===== config.mk =====
export PLATFORM = sky130hd
export DESIGN_NAME = mem_access_stage
export DESIGN_NICKNAME = d
export VERILOG_FILES = /design/src/rtl/mem_access_stage.sv
export SDC_FILE = /design/constraint.sdc
export NUM_CORES = 1
export LEC_CHECK = 0
export BUFFER_PORTS_ARGS = -buffer_cell sky130_fd_sc_hd__buf_2
export CAP_MARGIN = 20
export CORE_ASPECT_RATIO = 1.2
export CORE_MARGIN = 1.5
export CORE_UTILIZATION = 53
export DETAILED_ROUTE_END_ITERATION = 8
export PLACE_DENSITY = 0.95
export SLEW_MARGIN = 20
export SYNTH_ARGS = -nofsm -noshare
export SYNTH_HDL_FRONTEND = slang
export SYNTH_SLANG_ARGS = --single-unit

===== constraint.sdc =====
create_clock -name clk -period 7.32 [get_ports clk]
set_input_delay 1.098 -clock clk [delete_from_list [all_inputs] [get_ports clk]]
set_output_delay 1.098 -clock clk [all_outputs]
set_load 0.01 [all_outputs]

===== src/rtl/mem_access_stage.sv =====
// Memory-stage access controller: request/grant/response handshake with data memory,
// store lane formatting, load extension and pipeline stall generation.
module mem_access_stage #(
  parameter int unsigned DATA_WIDTH = 32
) (
  input  logic                  clk,
  input  logic                  rst,
  input  logic                  ValidM,
  input  logic                  MemReadM,
  input  logic                  MemWriteM,
  input  logic [2:0]            Funct3M,
  input  logic [DATA_WIDTH-1:0] ALUResultM,
  input  logic [DATA_WIDTH-1:0] WriteDataM,
  output logic                  DReq,
  output logic                  DWe,
  output logic [DATA_WIDTH-1:0] DAddr,
  output logic [3:0]            DByteEn,
  output logic [DATA_WIDTH-1:0] DWData,
  input  logic                  DGnt,
  input  logic                  DRValid,
  input  logic [DATA_WIDTH-1:0] DRData,
  output logic [DATA_WIDTH-1:0] ReadDataM,
  output logic                  StallM,
  output logic                  FaultM
);

  typedef enum logic [1:0] {StIdle, StReq, StWaitR, StDone} state_e;

  state_e      state;
  logic [1:0]  lane;
  logic [2:0]  op_funct3;

  logic        mem_op;
  logic        rw_both;
  logic        bad_funct3;
  logic        misaligned;
  logic        fault;
  logic        start;
  logic [1:0]  addr_lane;
  logic [3:0]  st_byte_en;
  logic [DATA_WIDTH-1:0] st_wdata;
  logic [7:0]  ld_byte;
  logic [15:0] ld_half;
  logic [DATA_WIDTH-1:0] ld_ext;

  assign addr_lane = ALUResultM[1:0];
  assign mem_op    = ValidM & (MemReadM ^ MemWriteM);
  assign rw_both   = ValidM & MemReadM & MemWriteM;

  always_comb begin
    bad_funct3 = 1'b1;
    unique case (Funct3M)
      3'b000, 3'b001, 3'b010: bad_funct3 = 1'b0;
      3'b100, 3'b101:         bad_funct3 = MemWriteM;
      default:                bad_funct3 = 1'b1;
    endcase
  end

  assign misaligned = ((Funct3M[1:0] == 2'b01) & addr_lane[0]) |
                      ((Funct3M[1:0] == 2'b10) & (addr_lane != 2'b00));

  // Faults and new requests are only evaluated in IDLE; later states work from latched copies.
  assign fault  = (state == StIdle) & (rw_both | (mem_op & (bad_funct3 | misaligned)));
  assign start  = (state == StIdle) & mem_op & ~fault;
  assign FaultM = fault;
  assign StallM = start | (state == StReq) | (state == StWaitR);

  always_comb begin
    st_byte_en = 4'b1111;
    st_wdata   = WriteDataM;
    unique case (Funct3M[1:0])
      2'b00: begin
        st_byte_en = 4'b0001 << addr_lane;
        st_wdata   = {4{WriteDataM[7:0]}};
      end
      2'b01: begin
        st_byte_en = addr_lane[1] ? 4'b1100 : 4'b0011;
        st_wdata   = {2{WriteDataM[15:0]}};
      end
      default: begin
        st_byte_en = 4'b1111;
        st_wdata   = WriteDataM;
      end
    endcase
  end

  always_comb begin
    ld_byte = DRData[7:0];
    unique case (lane)
      2'd0: ld_byte = DRData[7:0];
      2'd1: ld_byte = DRData[15:8];
      2'd2: ld_byte = DRData[23:16];
      2'd3: ld_byte = DRData[31:24];
      default: ld_byte = DRData[7:0];
    endcase
  end

  assign ld_half = lane[1] ? DRData[31:16] : DRData[15:0];

  always_comb begin
    ld_ext = DRData;
    unique case (op_funct3)
      3'b000:  ld_ext = {{24{ld_byte[7]}}, ld_byte};
      3'b100:  ld_ext = {24'h0, ld_byte};
      3'b001:  ld_ext = {{16{ld_half[15]}}, ld_half};
      3'b101:  ld_ext = {16'h0, ld_half};
      default: ld_ext = DRData;
    endcase
  end

  always_ff @(posedge clk or posedge rst) begin
    if (rst) begin
      state     <= StIdle;
      DReq      <= 1'b0;
      DWe       <= 1'b0;
      DAddr     <= '0;
      DByteEn   <= 4'b0000;
      DWData    <= '0;
      ReadDataM <= '0;
      lane      <= 2'b00;
      op_funct3 <= 3'b000;
    end else begin
      unique case (state)
        StIdle: begin
          if (fault) begin
            ReadDataM <= '0;
          end else if (start) begin
            DAddr     <= {ALUResultM[DATA_WIDTH-1:2], 2'b00};
            DWe       <= MemWriteM;
            DByteEn   <= st_byte_en;
            DWData    <= st_wdata;
            lane      <= addr_lane;
            op_funct3 <= Funct3M;
            DReq      <= 1'b1;
            state     <= StReq;
          end
        end
        StReq: begin
          if (DGnt) begin
            DReq  <= 1'b0;
            DWe   <= 1'b0;
            state <= DWe ? StDone : StWaitR;
          end
        end
        StWaitR: begin
          if (DRValid) begin
            ReadDataM <= ld_ext;
            state     <= StDone;
          end
        end
        StDone:  state <= StIdle;
        default: state <= StIdle;
      endcase
    end
  end

endmodule


==> results of run 1 <==
==> per-stage QoR <==
stage,instances,utilization (%),total power (µW),setup WS [ns],hold slack (ns)
floorplan,593,-,1800,3.40,0.461
global placement,888,64.5,2170,3.29,0.452
detailed placement,888,64.5,2230,3.27,0.457
CTS,904,67.5,2720,3.26,0.475
global route,904,67.5,2890,3.18,0.499
finish,904,67.5,2700,3.27,0.470
==> layout make-up <==
type | instances | share of cell area [%]
multi-input combinational | 429 | 36.9
sequential | 107 | 39.6
tap | 126 | 2.33
timing repair buffer | 212 | 15.9
clock buffer | 11 | 3.74
clock inverter | 5 | 0.648
inverter | 14 | 0.815
==> power groups by stage <==
stage	Combinational (µW)	Sequential [µW]	Clock, µW
after CTS	1190	1040	489
after detailed placement	1190	1040	0
final	1180	1040	481
after floorplan	679	1120	0
after global placement	1140	1030	0
after global routing	1310	1070	511
==> per-layer routing <==
layer,GRT usage (%),share of wire (%),up-vias
met5,0,0,-
met4,11.5,2.9,0
met3,5.78,8.0,30
met2,48.7,51,225
met1,32.1,38,2368
li1,-,-,2367
==> sequential cells by signal (all words and copies together), names as in the netlist <==
register,cells
DWData,32
ReadDataM,32
DAddr,30
DByteEn,4
op_funct3,3
lane,2
state,2
DReq,1
DWe,1
==> synth_stat cells (all sizes together), types with 2 or more instances <==
library cell  count  area, µm²
o21ai            41        205
buf              25        179
clkbuf           18       67.6
o211ai            2       15.0
a21oi            22        118
o2bb2ai           8       70.1
o221ai            7       61.3
a211oi            3       22.5
o31ai             7       52.6
inv              13       48.8
mux2             28        315
ha                4       50.1
dfrtp           107       2680
a211o             9       78.8
nand3            31        155
nand2           177        664
nor3b             3       27.5
and2              2       12.5
nand2b           13       81.3
nor2             21       78.8
and3b             7       61.3
mux2i            24        240
a31oi             3       18.8
==> how the worst max path moves through the flow <==
stage	start	end	slack [ns]	cells after the start
after floorplan	rst	DAddr[10]	3.40	1
after CTS	Funct3M[0]	StallM	3.26	6
after global placement	Funct3M[0]	StallM	3.29	6
final	Funct3M[0]	StallM	3.27	6
after global routing	Funct3M[0]	StallM	3.18	6
after detailed placement	Funct3M[0]	StallM	3.27	6
==> worst max-delay path: cells and delay by family <==
kind / cells / cell delay (ns)
AOI/OAI and AO/OA: 1 / 0.24
buffers and inverters: 3 / 0.85
and+or+nand+nor: 2 / 0.75
==> logic make-up after synthesis <==
kind of cell | synth area share [%]
and+or+nand+nor | 21.1
AOI/OAI and AO/OA | 12.6
DFF | 49.1
buffers and inverters | 5.48
muxes | 10.6
adders and majority gates | 0.917
other | 0.0687
xor gates and xnor gates | 0.161
==> cells in the final DEF, fill, tap and decap left out, types with 2 or more instances in the layout <==
cell / instances
sky130_fd_sc_hd__buf_2: 207
sky130_fd_sc_hd__nand2_1: 177
sky130_fd_sc_hd__dfrtp_1: 107
sky130_fd_sc_hd__nand3_1: 31
sky130_fd_sc_hd__o21ai_1: 26
sky130_fd_sc_hd__mux2_2: 24
sky130_fd_sc_hd__mux2i_1: 24
sky130_fd_sc_hd__nor2_1: 21
sky130_fd_sc_hd__a21oi_1: 20
sky130_fd_sc_hd__o21ai_0: 15
sky130_fd_sc_hd__nand2b_1: 13
sky130_fd_sc_hd__inv_1: 12
sky130_fd_sc_hd__clkbuf_16: 9
sky130_fd_sc_hd__a211o_1: 8
sky130_fd_sc_hd__o2bb2ai_1: 8
sky130_fd_sc_hd__and3b_1: 7
sky130_fd_sc_hd__o31ai_1: 7
sky130_fd_sc_hd__o221ai_1: 7
sky130_fd_sc_hd__buf_4: 5
sky130_fd_sc_hd__mux2_1: 4
sky130_fd_sc_hd__ha_1: 4
sky130_fd_sc_hd__a31oi_1: 3
sky130_fd_sc_hd__a21oi_2: 2
sky130_fd_sc_hd__and2_1: 2
sky130_fd_sc_hd__nor3b_1: 2
sky130_fd_sc_hd__o211ai_1: 2
sky130_fd_sc_hd__a211oi_1: 2
sky130_fd_sc_hd__conb_1: 2
sky130_fd_sc_hd__clkbuf_8: 2
sky130_fd_sc_hd__clkinvlp_4: 2
==> impl_results.md, run 1 <==
* Worst Path Max Fanout at 56
* Transition time at the pin with the least slew margin at 0.913 ns
* Cell leakage power at 0.00373 µW
* Fin Clk Skew at 0.00875 ns
* Path type of the worst min-delay path: register to register
* Cell Pwr Density at 400 nW/µm²
* Clock insertion delay at the later pin of the skew report at 0.35 ns
* Vias in the first global route at 4850
* Post-CTS setup buffer count at 0
* Area used by multi-input combinational logic at 2500 µm²
* Outcome: finished, final reports clean
* Total global-route track usage at 27.6%
* Largest net degree at the start of global routing at 70
* Total of hold buffers inserted after clock tree synthesis at 0
* Total DRC errors in the routed layout at 0
* Hpwl dp at 11.0 mm
* Wire length of the first global-routing pass at 23.5 mm
* Library cells used by synthesis at 47
* RR Endpoint: ReadDataM[24]
* Die outline height at 114 µm
* Most used flip-flop cell after synthesis: sky130_fd_sc_hd__dfrtp_1
* Post-Syn Area at 5460 µm²
* Proportion of total power due to net switching at 39.8%
* Core area at 10000 µm²
* Comb power frac at 43.7%
* Maximum count of clock buffers along a single path at 2
* Hold_sp: DAddr[19]
* Fmax at 247 MHz
* Initial antenna violation count at 0
* Setup TNS at 0 ns
* Number of antenna diodes at 0
* H-tree level count at 3
* Library cell contributing the largest single delay on the critical path: sky130_fd_sc_hd__or4_4
* Final-layout fill cell count at 813
* Die ar. at 10900 µm²
* Area of placed instances at 6460 µm²
* Total via count after detailed routing at 4990
* Number of synthesized flops with an enable pin at 0
* Number of stages on the worst hold path at 2
* Nature of the critical path endpoint: output pin
* Top-level port count at 210
* Endpoints failing hold at 0
* Part of the power in the clock network at 17.8%
* Remaining max-slew budget at the tightest pin at 38.9%
* Via count normalized by instance count at 5.52
* Routability cong. at 0.867
* Ys Warns at 0
* Num rows at 40
* Final critical-path share of the clock period at 55.3%
* Setup repair after global routing missed its margin: no
* Iter 0 DRT Violations at 257
* Depth of the most critical reg-to-reg path at 7
* Worst Path Required at 6.22 ns
* Endpoint with the worst hold slack: DAddr[19]
* Post-route minimum period at 4.05 ns
* Seq/Total Area, Yosys at 49.1%
* Clock root buffer master: sky130_fd_sc_hd__clkbuf_16
* Power share of the sequential group at 38.5%
* Type of the setup path with the least slack: input port to output pin
* Final-stage net count at 883
* R2r setup slk at 4.80 ns
* Num CTS Buffers at 9
* Cell repeated most along the worst path: sky130_fd_sc_hd__buf_2
* Final Max Tran Viols at 0
* Async set or reset register ratio after synthesis at 100%
* Number of clock sinks at 107
* Count of nets left with antenna violations after detail routing at 0
* Area growth from synthesis to final layout at 23.9%
* Die width at 95.6 µm
* Net load switching power at 1080 µW
* Fraction of layout cells with a size suffix above 1 at 33.7%
* Post-CTS clock slew at the launch and capture registers of the worst setup and hold paths at 0.07 ns
* # resized after CTS at 0
* Synthesized netlist cell count at 592
* R2r startpoint: state[0]
* Maximum vdd ir drop at 0.203 mV
* Clock tree from TritonCTS: done
* Arrival time reported for the critical path endpoint at 2.95 ns
* Syn avg cell area at 9.21 µm²
* Internal at 1630 µW
* Cell area after layout at 6760 µm²
* CP startpoint kind: input port
* Count of max-cap constraint violations at 0
* Number of failing setup endpoints in the final timing report at 0
* Overflow left after global routing at 0
* Total of buffers placed on input and output ports at 207
* Routed wire per std cell at 16.5 µm
* DRT Wirelength at 14.9 mm
* Number of flip-flops and latches in the synthesized netlist at 107
* Drt pass-1 iters at 5
* Critical path cell sequence: buf_2 > or4_4 > a211oi_4 > buf_4 > or3_1 > buf_2
* Starting density of the core at 54.5%
* Sequential standard cell area at 2680 µm²
* Max incr delay on CP at 0.57 ns
Note: power is estimated with default switching activity, not from simulation.
==> inputs of run 2 (changes only) <==
Settings changed: ABC_AREA from default to 1, CORE_UTILIZATION 53 to 49, PLACE_DENSITY 0.95 to 0.89.
Clock period 7.32 ns to 4.14 ns, I/O delays scaled along.
==> impl_results.md, run 2 <==
* Drt pass-1 iters at 8 (+3)
* Syn avg cell area at 7.60 µm² (-17%)
* Overflow left after global routing at 0 (unchanged)
* Iter 0 DRT Violations at 340 (+32%)
* Fraction of layout cells with a size suffix above 1 at 28.5% (-5.2 points)
* Total DRC errors in the routed layout at 13 (+13)
* Seq/Total Area, Yosys at 49.8% (+0.72 points)
* Library cell contributing the largest single delay on the critical path: sky130_fd_sc_hd__buf_2
* Starting density of the core at 50.6% (-3.9 points)
* CP startpoint kind: input port
* Remaining max-slew budget at the tightest pin at 45.9% (+6.9 points)
* Final-layout fill cell count at 953 (+17%)
* Number of flip-flops and latches in the synthesized netlist at 107 (unchanged)
* Count of max-cap constraint violations at 0 (unchanged)
* Number of synthesized flops with an enable pin at 0 (unchanged)
* Cell with the most instances after synthesis: sky130_fd_sc_hd__nand2_1
* Area growth from synthesis to final layout at 23.8% (about the same)
* Synthesized netlist cell count at 707 (+19%)
* Outcome: finished with violations
* Routability cong. at 0.901 (+3.9%)
* Ranking of synthesized cells by area: sky130_fd_sc_hd__dfrtp_1 50%, sky130_fd_sc_hd__nand2_1 22%, sky130_fd_sc_hd__o21ai_0 5.9%
* Worst Path Max Fanout at 28 (-50%)
* Final Max Tran Viols at 0 (unchanged)
* Num CTS Buffers at 9 (unchanged)
* Routed wire per std cell at 14.3 µm (-14%)
* Die ar. at 11600 µm² (+6.4%)
* Top-level port count at 210 (unchanged)
* Type of the setup path with the least slack: input port to output pin
* Nature of the critical path endpoint: output pin
* # resized after CTS at 0 (unchanged)
* DRT Wirelength at 14.6 mm (-2.0%)
* Total global-route track usage at 25.7% (-2.0 points)
* Num rows at 41 (+2.5%)
* Total via count after detailed routing at 5288 (+6.0%)
* Arrival time reported for the critical path endpoint at 1.94 ns (-1.01 ns)
* Post-CTS clock slew at the launch and capture registers of the worst setup and hold paths at 0.07 ns (about the same)
* Setup repair after global routing missed its margin: no
* Async set or reset register ratio after synthesis at 100% (unchanged)
* Fmax at 390 MHz
* Largest net degree at the start of global routing at 84 (+20%)
* Die outline height at 118 µm (+3.2%)
* Final critical-path share of the clock period at 61.9%
* Depth of the most critical reg-to-reg path at 8 (+1)
* Maximum count of clock buffers along a single path at 2 (unchanged)
* Count of nets left with antenna violations after detail routing at 0 (unchanged)
* Number of failing setup endpoints in the final timing report at 0 (unchanged)
* R2r startpoint: state[0]
* Fin Clk Skew at 0.0100 ns (+0.00128 ns)
* Initial antenna violation count at 0 (unchanged)
* Failing checks: design-rule violations
* Commonest cells after routing, fill and taps aside: 317 x sky130_fd_sc_hd__nand2_1, 207 x sky130_fd_sc_hd__buf_2, 107 x sky130_fd_sc_hd__dfrtp_1, 63 x sky130_fd_sc_hd__o21ai_0, 37 x sky130_fd_sc_hd__nor2_1
* Share of Yosys cell area claimed by the top area cell type at 49.8% (+0.72 points)
* Ys Warns at 0 (unchanged)
* Vias in the first global route at 5087 (+4.9%)
* Cell leakage power at 0.00390 µW (+4.6%)
* Largest area contributor in the netlist: sky130_fd_sc_hd__dfrtp_1
* Wire length of the first global-routing pass at 23.8 mm (+1.3%)
* Hpwl dp at 10.8 mm (-1.9%)
* Max incr delay on CP at 0.42 ns (-0.15 ns)
* Transition time at the pin with the least slew margin at 0.811 ns (-0.102 ns)
* R2r setup slk at 1.66 ns (-3.14 ns)
* Library cells used by synthesis at 32 (-32%)
* Setup TNS at 0 ns (unchanged)
* Clock tree from TritonCTS: done
* Cell Pwr Density at 709 nW/µm² (+77%)
* Most used flip-flop cell after synthesis: sky130_fd_sc_hd__dfrtp_1
* Worst setup slack after layout at 1.58 ns (-1.69 ns)
* Worst slack at placement at 1.41 ns (-1.86 ns)
* Clock root buffer master: sky130_fd_sc_hd__clkbuf_16
* Post-Syn Area at 5380 µm² (-1.4%)
* Post-CTS setup buffer count at 0 (unchanged)
* Maximum vdd ir drop at 0.338 mV (+67%)
* Endpoints failing hold at 0 (unchanged)
* Via count normalized by instance count at 5.16 (-6.5%)
* Number of antenna diodes at 0 (unchanged)
* Final-stage net count at 1001 (+13%)
* Total of hold buffers inserted after clock tree synthesis at 0 (unchanged)
* Core area at 10600 µm² (+6.1%)
* Die width at 98.6 µm (+3.1%)
* Critical path cell sequence: buf_2 > inv_6 > nand2_4 > nand2_2 > nand3_2 > inv_1 > nand2_2 > nand3_1 > buf_2
* Most common library cell in the layout ignoring fill and taps: sky130_fd_sc_hd__nand2_1
* Number of clock sinks at 107 (unchanged)
* H-tree level count at 3 (unchanged)
* Post-route minimum period at 2.56 ns
* Worst Path Required at 3.52 ns (-2.70 ns)
* Path type of the worst min-delay path: input port to async pin
* RR Endpoint: ReadDataM[17]
* Most common library cells after synthesis: 318 x sky130_fd_sc_hd__nand2_1, 107 x sky130_fd_sc_hd__dfrtp_1, 63 x sky130_fd_sc_hd__o21ai_0
* Clock insertion delay at the later pin of the skew report at 0.35 ns (about the same)
* Total of buffers placed on input and output ports at 207 (unchanged)
* Top Registers: DWData x32, ReadDataM x32, DAddr x30
## run 2: how the worst max path moves through the flow
stage,from,endpoint,slack (ns),depth (start not counted)
after floorplan,rst,DAddr[10],0.70,1
after global placement,Funct3M[1],lane[1],1.45,10
after detailed placement,Funct3M[1],lane[1],1.41,10
after CTS,Funct3M[1],StallM,1.57,9
after global routing,state[0],ReadDataM[28],1.38,8
final,Funct3M[1],StallM,1.58,9
## run 2: where the power goes
group | internal (µW) | switching (µW) | total [µW]
registers | 1500 | 321 | 1820
clock network | 436 | 404 | 840
logic | 768 | 1290 | 2060
total | 2700 | 2020 | 4720
## run 2: per-stage QoR
step	hold slack, ns	total power (µW)	instances	util, %	instance area (µm²)
global route	0.465	5090	1025	62.7	6660
CTS	0.447	4730	1025	62.7	6660
floorplan	0.481	3170	708	-	5380
finish	0.413	4720	1025	62.7	6660
global placement	0.451	3830	1009	59.9	6360
detailed placement	0.454	3880	1009	59.9	6360
## run 2: final cells by class
| class | instances | area (µm²) | share of cell area (%) |
|---|---|---|---|
| clock inverters | 6 | 53.8 | 0.808 |
| well taps | 129 | 161 | 2.42 |
| multi-input cells | 530 | 2330 | 35.1 |
| repair buffers | 210 | 1060 | 15.9 |
| clock buffers | 10 | 239 | 3.59 |
| inverters | 33 | 131 | 1.97 |
| flip-flops and latches | 107 | 2680 | 40.2 |
## run 2: layer usage
metal	vias to the layer above	part of all wire, %	global-route usage (%)
li1	2597	-	-
met1	2440	39	31.3
met2	231	51	44.9
met3	20	7.8	4.57
met4	0	1.8	9.91
met5	-	0	0
## run 2: kinds of logic after synthesis
logic type	count (synthesis)	synth area share, %
other	1	0.0697
buffers and inverters	71	6.89
and+or+nand+nor	414	31.5
DFF	107	49.8
AOI/OAI and AO/OA	110	10.8
adders and majority gates	4	0.931
## run 2: worst max-delay path: cells and delay by family
family,cells,cell delay (ns)
buffers and inverters,4,0.80
and+or+nand+nor,5,0.51
